File: src/rtl/audio_sample_arbiter_pkg.sv
// audio_pkg: shared types and default constants for the audio sample arbiter.
//   SAMPLE_W         codec sample width per channel
//   AMP_DEF          default effect square-wave amplitude (+/-)
//   *_HALF_DEF       default effect half periods, in written samples
//   *_LEN_DEF        default effect durations, in written samples
//   src_e / state_e  source and FSM encodings (the state doubles as active_src)
package audio_pkg;

  localparam int SAMPLE_W = 28;

  localparam logic [SAMPLE_W-1:0] AMP_DEF = 28'h0200000;
  localparam int SCORE_HALF_DEF = 24;
  localparam int SCORE_LEN_DEF  = 2400;
  localparam int CRASH_HALF_DEF = 96;
  localparam int CRASH_LEN_DEF  = 24000;

  typedef enum logic [1:0] {
    SRC_MUSIC = 2'd0,
    SRC_SCORE = 2'd1,
    SRC_CRASH = 2'd2
  } src_e;

  // Encoded identically to src_e so the state register drives active_src.
  typedef enum logic [1:0] {
    S_MUSIC = 2'd0,
    S_SCORE = 2'd1,
    S_CRASH = 2'd2
  } state_e;

endpackage

File: src/rtl/audio_sample_arbiter_sfx.sv
// sfx_tone_gen: square-wave effect tone, timed in written samples.
//   clk_i, reset_i  clock, synchronous active-high reset
//   start_i         (re)start: clear phase and duration, begin at +AMP
//   step_i          one effect sample was written this cycle
//   busy_o          tone is still running
//   done_o          this step writes off the final (LEN-th) sample
//   sample_o        current tone value, +AMP or -AMP
module sfx_tone_gen #(
  parameter int                  SAMPLE_W = 28,
  parameter logic [SAMPLE_W-1:0] AMP      = 28'h0200000,
  parameter int                  HALF     = 24,
  parameter int                  LEN      = 2400
) (
  input  logic                clk_i,
  input  logic                reset_i,
  input  logic                start_i,
  input  logic                step_i,
  output logic                busy_o,
  output logic                done_o,
  output logic [SAMPLE_W-1:0] sample_o
);

  localparam int HW = (HALF > 1) ? $clog2(HALF) : 1;
  localparam int LW = (LEN > 1) ? $clog2(LEN) : 1;

  logic [HW-1:0] half_q, half_d;
  logic [LW-1:0] dur_q, dur_d;
  logic          neg_q, neg_d;
  logic          busy_q, busy_d;
  logic          last_half, last_dur, adv;

  assign last_half = (half_q == HW'(HALF - 1));
  assign last_dur  = (dur_q == LW'(LEN - 1));
  assign adv       = step_i && busy_q && !start_i;

  always_comb begin
    half_d = half_q;
    dur_d  = dur_q;
    neg_d  = neg_q;
    busy_d = busy_q;
    if (start_i) begin
      half_d = '0;
      dur_d  = '0;
      neg_d  = 1'b0;
      busy_d = 1'b1;
    end else if (adv) begin
      if (last_half) begin
        half_d = '0;
        neg_d  = ~neg_q;
      end else begin
        half_d = half_q + 1'b1;
      end
      if (last_dur) begin
        dur_d  = '0;
        busy_d = 1'b0;
      end else begin
        dur_d = dur_q + 1'b1;
      end
    end
  end

  always_ff @(posedge clk_i) begin
    if (reset_i) begin
      half_q <= '0;
      dur_q  <= '0;
      neg_q  <= 1'b0;
      busy_q <= 1'b0;
    end else begin
      half_q <= half_d;
      dur_q  <= dur_d;
      neg_q  <= neg_d;
      busy_q <= busy_d;
    end
  end

  assign busy_o   = busy_q;
  assign done_o   = adv && last_dur;
  assign sample_o = neg_q ? (-AMP) : AMP;

endmodule

File: src/rtl/audio_sample_arbiter.sv
// audio_sample_arbiter: schedules stereo samples into the codec write port,
// arbitrating crash > score > music, with effects as square-wave tones.
//   clk, reset                   clock, synchronous active-high reset
//   write_ready                  codec DAC FIFO has space
//   write                        one-cycle write strobe, at most every 2nd clock
//   writedata_left/right         sample (identical on both channels)
//   music_sample/valid/ready     music stream; ready pulses on write cycles with valid
//   score_evt, crash_evt         one-cycle effect triggers
//   game_over, mute              level controls that silence output
//   active_src                   0=music, 1=score, 2=crash
//   underrun_cnt                 saturating count of writes with music_valid low
// Build option: define AUDIO_MIX_EN to mix half-scale music under effects
// instead of letting effects fully preempt music.
module audio_sample_arbiter #(
  parameter int                  SAMPLE_W   = audio_pkg::SAMPLE_W,
  parameter logic [SAMPLE_W-1:0] AMP        = audio_pkg::AMP_DEF,
  parameter int                  SCORE_HALF = audio_pkg::SCORE_HALF_DEF,
  parameter int                  SCORE_LEN  = audio_pkg::SCORE_LEN_DEF,
  parameter int                  CRASH_HALF = audio_pkg::CRASH_HALF_DEF,
  parameter int                  CRASH_LEN  = audio_pkg::CRASH_LEN_DEF
) (
  input  logic                clk,
  input  logic                reset,
  input  logic                write_ready,
  output logic                write,
  output logic [SAMPLE_W-1:0] writedata_left,
  output logic [SAMPLE_W-1:0] writedata_right,
  input  logic [SAMPLE_W-1:0] music_sample,
  input  logic                music_valid,
  output logic                music_ready,
  input  logic                score_evt,
  input  logic                crash_evt,
  input  logic                game_over,
  input  logic                mute,
  output logic [1:0]          active_src,
  output logic [7:0]          underrun_cnt
);
  import audio_pkg::*;

  function automatic logic [7:0] sat_inc8(input logic [7:0] x);
    return (x == 8'hFF) ? x : x + 8'd1;
  endfunction

`ifdef AUDIO_MIX_EN
  function automatic logic signed [SAMPLE_W-1:0] half_s(input logic signed [SAMPLE_W-1:0] x);
    return x >>> 1;
  endfunction
`endif

  state_e                     state_q, state_d;
  logic                       write_q, write_d;
  logic [SAMPLE_W-1:0]        wdata_q, wdata_d;
  logic                       mready_q, mready_d;
  logic [7:0]                 under_q, under_d;
  logic                       wfx_q, wfx_d;

  logic                       issue;
  logic                       score_start, crash_start;
  logic                       score_step, crash_step;
  logic                       score_done, crash_done;
  logic                       score_busy, crash_busy;
  logic [SAMPLE_W-1:0]        score_smp, crash_smp;
  logic signed [SAMPLE_W-1:0] music_s, tone_s, fx_s, sel_s;

  // A write is issued on the edge that samples write_ready, and never from a
  // cycle that is already writing, so strobes are at least two clocks apart.
  assign issue = write_ready && !write_q;

  // Crash ignores all events; a same-cycle pair resolves to crash.
  assign crash_start = crash_evt && (state_q != S_CRASH);
  assign score_start = score_evt && !crash_evt && (state_q != S_CRASH);

  // wfx_q marks the in-flight write as a sample of the currently running tone.
  // A write issued on the same edge as a (re)start belongs to the old source
  // and must not advance the freshly cleared counters.
  assign wfx_d      = issue && (state_q != S_MUSIC) && !score_start && !crash_start;
  assign score_step = write_q && wfx_q && (state_q == S_SCORE);
  assign crash_step = write_q && wfx_q && (state_q == S_CRASH);

  sfx_tone_gen #(
    .SAMPLE_W(SAMPLE_W), .AMP(AMP), .HALF(SCORE_HALF), .LEN(SCORE_LEN)
  ) u_score (
    .clk_i(clk), .reset_i(reset), .start_i(score_start), .step_i(score_step),
    .busy_o(score_busy), .done_o(score_done), .sample_o(score_smp)
  );

  sfx_tone_gen #(
    .SAMPLE_W(SAMPLE_W), .AMP(AMP), .HALF(CRASH_HALF), .LEN(CRASH_LEN)
  ) u_crash (
    .clk_i(clk), .reset_i(reset), .start_i(crash_start), .step_i(crash_step),
    .busy_o(crash_busy), .done_o(crash_done), .sample_o(crash_smp)
  );

  // Effect FSM; tone exit happens on the edge that retires the last write.
  always_comb begin
    state_d = state_q;
    unique case (state_q)
      S_MUSIC: begin
        if (crash_start)      state_d = S_CRASH;
        else if (score_start) state_d = S_SCORE;
      end
      S_SCORE: begin
        if (crash_start)                     state_d = S_CRASH;
        else if (score_start)                state_d = S_SCORE;
        else if (score_done || !score_busy)  state_d = S_MUSIC;
      end
      S_CRASH: begin
        if (crash_done || !crash_busy) state_d = S_MUSIC;
      end
      default: state_d = S_MUSIC;
    endcase
  end

  // Sample selection, evaluated with the state seen at the issuing edge.
  assign music_s = music_valid ? music_sample : '0;
  assign tone_s  = (state_q == S_CRASH) ? crash_smp : score_smp;
`ifdef AUDIO_MIX_EN
  assign fx_s    = half_s(music_s) + half_s(tone_s);
`else
  assign fx_s    = tone_s;
`endif

  always_comb begin
    if (mute)                     sel_s = '0;
    else if (state_q != S_MUSIC)  sel_s = fx_s;
    else if (game_over)           sel_s = '0;
    else                          sel_s = music_s;
  end

  // Music is consumed on every write regardless of source, so tempo holds.
  always_comb begin
    write_d  = issue;
    wdata_d  = issue ? sel_s : wdata_q;
    mready_d = issue && music_valid;
    under_d  = (issue && !music_valid) ? sat_inc8(under_q) : under_q;
  end

  always_ff @(posedge clk) begin
    if (reset) begin
      state_q  <= S_MUSIC;
      write_q  <= 1'b0;
      wdata_q  <= '0;
      mready_q <= 1'b0;
      under_q  <= '0;
      wfx_q    <= 1'b0;
    end else begin
      state_q  <= state_d;
      write_q  <= write_d;
      wdata_q  <= wdata_d;
      mready_q <= mready_d;
      under_q  <= under_d;
      wfx_q    <= wfx_d;
    end
  end

  assign write           = write_q;
  assign writedata_left  = wdata_q;
  assign writedata_right = wdata_q;
  assign music_ready     = mready_q;
  assign active_src      = state_q;
  assign underrun_cnt    = under_q;

endmodule

File: config.mk
export PLATFORM = sky130hd
export DESIGN_NAME = audio_sample_arbiter
export DESIGN_NICKNAME = d
export VERILOG_FILES = /design/src/rtl/audio_sample_arbiter_pkg.sv /design/src/rtl/audio_sample_arbiter_sfx.sv /design/src/rtl/audio_sample_arbiter.sv
export SDC_FILE = /design/constraint.sdc
export NUM_CORES = 1
export LEC_CHECK = 0
export CELL_PAD_IN_SITES_DETAIL_PLACEMENT = 0
export CELL_PAD_IN_SITES_GLOBAL_PLACEMENT = 1
export CORE_MARGIN = 3
export CORE_UTILIZATION = 38
export CTS_CLUSTER_DIAMETER = 40
export CTS_CLUSTER_SIZE = 20
export DETAILED_ROUTE_END_ITERATION = 12
export PLACE_DENSITY_LB_ADDON = 0.1
export SLEW_MARGIN = 10
export SYNTH_ARGS = -nofsm -noshare
export SYNTH_HDL_FRONTEND = slang
export SYNTH_SLANG_ARGS = --single-unit
File: constraint.sdc
create_clock -name clk -period 2.89 [get_ports clk]
set_clock_uncertainty 0.1 [all_clocks]
set_input_delay 0.578 -clock clk [delete_from_list [all_inputs] [get_ports clk]]
set_output_delay 0.578 -clock clk [all_outputs]
set_load 0.02 [all_outputs]
==> results of run 1 <==
==> logic make-up after synthesis <==
family	after synthesis
XOR/XNOR	20
flip-flops	84
multiplexers	2
AO/OA/AOI/OAI	100
AND/OR/NAND/NOR	173
buffers and inverters	57
adder cells (fa/ha/maj)	5
==> routing by layer <==
metal	wire length, µm	GRT usage	vias to the layer above
met5	0	0	-
met4	130	0.0502	0
met3	376	0.0446	9
met2	4620	0.280	64
met1	4300	0.224	1599
li1	-	-	1725
==> sequential cells by signal, indices dropped and copies added (netlist names) <==
register / flops
writedata_left: 28
u_crash.dur_q: 15
u_score.dur_q: 12
underrun_cnt: 8
u_crash.half_q: 7
u_score.half_q: 5
active_src: 2
music_ready: 1
u_crash.busy_o: 1
u_crash.neg_q: 1
u_score.busy_o: 1
u_score.neg_q: 1
wfx_q: 1
write: 1
==> worst paths after layout <==
kind | endpoint | startpoint | slack, ns | depth (start not counted)
setup reg to reg | u_score.dur_q[7] | write | 0.63 | 5
hold reg to reg | u_crash.half_q[1] | u_crash.half_q[1] | 0.38 | 2
hold / removal | u_crash.half_q[1] | u_crash.half_q[1] | 0.38 | 2
setup / recovery | active_src[1] | active_src[1] | 0.53 | 1
==> power groups by stage <==
stage                     clock (mW)  combinational [mW]  sequential, mW
after floorplan                    0               0.100            1.22
after global placement             0               0.215            1.22
after detailed placement           0               0.216            1.22
after CTS                       1.03               0.217            1.19
after global routing            1.07               0.234            1.19
final                          0.987               0.214            1.19
==> area by class of cell <==
class / instances / area, µm²
flip-flops and latches: 84 / 1680
multi-input cells: 300 / 1840
inverters: 5 / 18.8
clock inverters: 5 / 100
fillers: 992 / 4760
clock buffers: 11 / 131
well taps: 133 / 166
repair buffers: 116 / 1120
==> cell usage after synthesis (6+ instances only) <==
| library cell | number |
|---|---|
| nor2_1 | 55 |
| nand3_1 | 18 |
| nand2_1 | 21 |
| buf_4 | 28 |
| nand4_1 | 14 |
| clkbuf_1 | 16 |
| o31ai_1 | 12 |
| xnor2_1 | 7 |
| o21ai_0 | 14 |
| or4_1 | 12 |
| dfxtp_1 | 84 |
| a21oi_1 | 31 |
| a21o_1 | 8 |
| nor3_1 | 6 |
| a22oi_1 | 27 |
| xor2_1 | 13 |
| buf_2 | 8 |
| or3_1 | 8 |
==> metrics.csv, run 1 <==
stage,metric,value,unit
routing,viasPerCell,5.19,
finish,area_delta_synth_final,31.7,%
yosys,synth-edff-count,0,
routing,route.detailed.drc,0,
cts,clk_pin_slew_worst_paths,0.08,ns
timing,timing.final.hold_violations,0,
grt,antenna_found_initial,0,
cts,cts-buffers-inserted,9,
critical_path,critPathSlowestCell,clkdlybuf4s50_1,
grt,grt-ovfl-total,0,
critical_path,crit_chain,clkdlybuf4s50_1,
pwr,comb_power_share,0.090,
finish,final_cells,654,
yosys,synth_cell_types,43,
yosys,syn_area,3840,µm²
cts,cts_sinks,84,
finish,design_area,5060,µm²
pwr,p_leak,1.72,nW
pwr,p_per_area,472,nW/µm²
critical_path,required,2.21,ns
cts,hold_buffers,0,
yosys,synthSimpleGateAreaFrac,0.241,
finish,final_util,0.516,
critical_path,crit_family,buffers and inverters,
yosys,syn-num-nets,482,
cts,cts_setup_buffers,0,
floorplan,core_region_area,9820,µm²
yosys,syn_inst,441,
pwr,peakVddDrop,287,µV
critical_path,cp_slowest_stage_delay,0.71,ns
finish,layout_common_cells,"clkdlybuf4s50_1 (102), dfxtp_1 (84), nor2_1 (55)",
yosys,synth_seq_area_share,0.438,
yosys,synth_top_area_share,0.438,
finish,nets,557,
grt,grt_max_degree,46,
timing,rsz0062_at_grt,false,
cts,root_buffer,clkbuf_8,
pwr,switching_share,0.226,
grt,grt.total_usage,0.172,
pwr,seq_power_share,0.497,
yosys,ys_ff_latch,84,
floorplan,die_y,107,µm
timing,maxSlewViolCount,0,
floorplan,initial_core_util,0.391,
finish,drive_gt1_frac,0.0614,
yosys,synth.mux.area_fraction,0.00521,
placement,dp_slack,0.240,ns
routing,first_pass_iters,4,
critical_path,crit_buf_inv,1,
timing,fin_ws,0.532,ns
yosys,synth_largest_area_cell,dfxtp_1,
floorplan,io_pins,104,
status,status,finished clean,
critical_path,critPathKind,flip-flop to primary output,
flow_run,maxCapViolCount,0,
yosys,avgSynthCellArea,8.72,µm²
cts,insertion_delay,0.35,ns
critical_path,cp.arrival,1.68,ns
finish,final_common_cell,clkdlybuf4s50_1,
floorplan,fp.dieArea,11400,µm²
yosys,synth_adder_area_share,0.0163,
routing,first_iter_violations,136,
critical_path,critPathMaxFanout,13,
timing,fmax,424,MHz
routing,wire_per_inst,14.4,µm
timing,slew_headroom,0.509,
critical_path,startpoint_type,flip-flop,
timing,period_needed,2.36,ns
routing,wirelength,9430,µm
yosys,synth_top_family_by_area,simple AND/OR/NAND/NOR gates,
cts,h-tree-depth,3,
yosys,ys_warn_count,0,
critical_path,critPathCaptureType,primary output,
placement,portBuffers,103,
cts,cts_tree,built,
yosys,ys.flop_type,dfxtp_1,
yosys,synth-xor-area-share,0.0456,
floorplan,row_count,36,
placement,dp_hpwl,6670,µm
worst_hold_path,hp-class,flip-flop to flip-flop,
pwr,clockPowerShare,0.413,
placement,placed_cells,638,
grt,grt_pass1_vias,3251,
placement,gp_congestion,0.782,
timing,fin_tns_setup,0,ns
cts,cts_resized,0,
floorplan,die-width,107,µm
routing,ant_nets,0,
yosys,synthArstFlopShare,0,
pwr,finalPower,2.39,mW
timing,hold_ws,0.375,ns
finish,diodes,0,
yosys,synth_compound_area_frac,0.169,
timing,fin_crit_sh,0.816,
routing,num_vias,3397,
timing,setup_viol,0,
pwr,switchingPower,540,µW
timing,worstMarginPinSlew,0.735,ns
placement,placedInstanceArea,4830,µm²
yosys,yosys-top-cells-area,"dfxtp_1 (44%), buf_4 (5.5%), nor2_1 (5.4%), a22oi_1 (5.3%), a21oi_1 (4.0%)",
cts,cts_max_path_buffers,2,
grt,grt_first_pass_wirelength,15900,µm
pwr,intPower,1.85,mW
(Power assumes the default switching activity.)
==> run 2, diff against run 1 <==
--- a/config.mk
+++ b/config.mk
@@ -8,7 +8,7 @@
 export CELL_PAD_IN_SITES_DETAIL_PLACEMENT = 0
 export CELL_PAD_IN_SITES_GLOBAL_PLACEMENT = 1
 export CORE_MARGIN = 3
-export CORE_UTILIZATION = 38
+export CORE_UTILIZATION = 36
 export CTS_CLUSTER_DIAMETER = 40
 export CTS_CLUSTER_SIZE = 20
 export DETAILED_ROUTE_END_ITERATION = 12
==> constraint.sdc (replaced) <==
create_clock -name clk -period 2.4 [get_ports clk]
set_clock_uncertainty 0.1 [all_clocks]
set_input_delay 0.48 -clock clk [delete_from_list [all_inputs] [get_ports clk]]
set_output_delay 0.48 -clock clk [all_outputs]
set_load 0.02 [all_outputs]
==> metrics.csv, run 2 (synthesis results as in run 1) <==
stage,metric,value,unit,change
status,status,finished clean,,
critical_path,rr_startpoint,write,,
timing,timing.final.hold_violations,0,,unchanged
timing,worstMarginPinSlew,0.485,ns,-0.251 ns
finish,final_util,0.494,,-0.0217
critical_path,reg2reg_depth,4,,-1
pwr,switchingPower,633,µW,+17%
finish,layout_common_cells,"clkdlybuf4s50_1 (102), dfxtp_1 (84), nor2_1 (55)",,
critical_path,startpoint_type,input port,,
pwr,peakVddDrop,297,µV,+3.3%
routing,wirelength,9340,µm,-0.95%
cts,hold_buffers,0,,unchanged
cts,h-tree-depth,3,,unchanged
cts,cts-buffers-inserted,9,,unchanged
routing,first_iter_violations,179,,+32%
critical_path,cp_slowest_stage_delay,0.55,ns,-0.16 ns
critical_path,cp.arrival,2.26,ns,+0.58 ns
cts,cts_resized,0,,unchanged
grt,grt_first_pass_wirelength,14900,µm,-6.5%
cts,insertion_delay,0.34,ns,about the same
finish,final_cells,667,,+2.0%
finish,nets,568,,+2.0%
critical_path,ff2ff_setup_slack,0.41,ns,-0.22 ns
critical_path,critPathSlowestCell,or4_1,,
timing,hold_ws,0.375,ns,-0.000134 ns
finish,area_delta_synth_final,33.3,%,
pwr,clockPowerShare,0.367,,-0.046
grt,grt_max_degree,45,,-2.2%
timing,period_needed,2.09,ns,
timing,fmax,479,MHz,
pwr,switching_share,0.236,,+0.0101
cts,cts_max_path_buffers,2,,unchanged
finish,drive_gt1_frac,0.0810,,+0.0196
routing,num_vias,3410,,+0.38%
placement,dp_hpwl,6910,µm,+3.5%
routing,route.detailed.drc,0,,unchanged
floorplan,row_count,37,,+2.8%
cts,root_buffer,clkbuf_8,,
routing,wire_per_inst,14.0,µm,-2.9%
worst_hold_path,min_to,u_crash.half_q[1],,
pwr,p_per_area,524,nW/µm²,+11%
finish,design_area,5120,µm²,+1.2%
cts,clk_pin_slew_worst_paths,0.08,ns,about the same
placement,portBuffers,103,,unchanged
pwr,intPower,2.05,mW,+11%
critical_path,crit_chain,clkdlybuf4s50_1 > nor2b_1 > or3_1 > or4_1 > a21oi_1,,
finish,diodes,0,,unchanged
routing,viasPerCell,5.11,,-1.6%
pwr,seq_power_share,0.531,,+0.034
timing,maxSlewViolCount,0,,unchanged
placement,gp_congestion,0.782,,about the same
critical_path,reg2reg_to,u_score.dur_q[9],,
cts,cts_tree,built,,
timing,setup_viol,0,,unchanged
worst_hold_path,hp-class,flip-flop to flip-flop,,
cts,cts_setup_buffers,0,,unchanged
critical_path,required,2.57,ns,+0.36 ns
routing,ant_nets,0,,unchanged
floorplan,die-width,109,µm,+2.6%
pwr,p_leak,1.75,nW,+1.6%
critical_path,critPathCaptureType,flip-flop,,
placement,placed_cells,652,,+2.2%
finish,largest_reg_flops,28,,unchanged
pwr,comb_power_share,0.102,,+0.012
floorplan,io_pins,104,,unchanged
floorplan,core_region_area,10400,µm²,+5.6%
critical_path,critPathKind,input port to flip-flop,,
routing,first_pass_iters,4,,unchanged
placement,placedInstanceArea,4930,µm²,+2.0%
grt,grt-ovfl-total,0,,unchanged
finish,final_common_cell,clkdlybuf4s50_1,,
grt,grt.total_usage,0.157,,-0.0151
worst_hold_path,worstHoldStart,u_crash.half_q[1],,
grt,antenna_found_initial,0,,unchanged
worst_hold_path,hold-path-cell-count,2,,unchanged
timing,slew_headroom,0.669,,+0.160
timing,rsz0062_at_grt,false,,
timing,fin_crit_sh,0.870,,
floorplan,die_y,109,µm,+2.6%
grt,grt_pass1_vias,3076,,-5.4%
cts,cts_sinks,84,,unchanged
critical_path,critPathMaxFanout,8,,-5
floorplan,initial_core_util,0.371,,-0.0208
flow_run,maxCapViolCount,0,,unchanged
floorplan,fp.dieArea,12000,µm²,+5.2%
-- run 2: cell types whose count changed in the layout (fill, tap and decap cells not counted) --
cell,before,now
clkinv_2,2,1
clkbuf_8,9,10
clkinvlp_4,0,2
bufinv_16,3,1
buf_4,13,23
buf_12,0,1
clkbuf_1,2,1
-- run 2: worst max-delay path, delay by kind of cell --
kind	cells	cell delay, ns
and+or+nand+nor	3	1.09
buffers and inverters	1	0.53
AOI/OAI and AO/OA	1	0.16
-- run 2: worst max path at each step --
stage / from / to / slack (ns) / cells after the start
floorplan: music_valid / underrun_cnt[7] / 0.40 / 5
global placement: write_ready / underrun_cnt[4] / 0.005 / 6
detailed placement: crash_evt / u_score.dur_q[9] / -0.04 / 5
CTS: active_src[1] / active_src[1] / 0.31 / 1
global route: write_ready / underrun_cnt[4] / 0.23 / 6
finish: crash_evt / u_score.dur_q[9] / 0.31 / 5
-- run 2: through the flow --
step                setup WS [ns]  TNS (ns)  power (mW)
detailed placement        -0.0368   -0.0962        1.74
CTS                         0.307         0        2.74
floorplan                   0.401         0        1.59
global placement          0.00455         0        1.73
global route                0.231         0        2.83
finish                      0.313         0        2.68
-- run 2: routing by layer --
metal  GRT usage  up-vias  routed length (µm)
met3      0.0382        6                 318
met2       0.262       53                4730
li1            -     1747                   -
met5           0        -                   0
met1       0.204     1604                4220
met4      0.0347        0                  75
-- run 2: area by class of cell --
cell class	count	area (µm²)
flip-flops and latches	84	1680
clock inverters	4	50.0
fillers	1048	5250
inverters	5	18.8
repair buffers	127	1220
multi-input cells	300	1840
clock buffers	11	141
well taps	136	170
-- run 2: power by group through the flow --
| stage | logic [mW] | clock network [mW] | registers (mW) |
|---|---|---|---|
| 6_report | 0.273 | 0.985 | 1.43 |
| 5_1_grt | 0.298 | 1.11 | 1.43 |
| 4_1_cts | 0.277 | 1.03 | 1.43 |
| 3_5_place_dp | 0.276 | 0 | 1.46 |
| 3_3_place_gp | 0.275 | 0 | 1.46 |
| 2_1_floorplan | 0.121 | 0 | 1.47 |
==> run 3, diff against run 2 <==
--- a/config.mk
+++ b/config.mk
@@ -12,6 +12,7 @@
 export CTS_CLUSTER_DIAMETER = 40
 export CTS_CLUSTER_SIZE = 20
 export DETAILED_ROUTE_END_ITERATION = 12
+export GPL_ROUTABILITY_DRIVEN = 0
 export PLACE_DENSITY_LB_ADDON = 0.1
 export SLEW_MARGIN = 10
 export SYNTH_ARGS = -nofsm -noshare
==> results of run 3 <==
Final layout, timing and power as in run 2 (identical DEF).
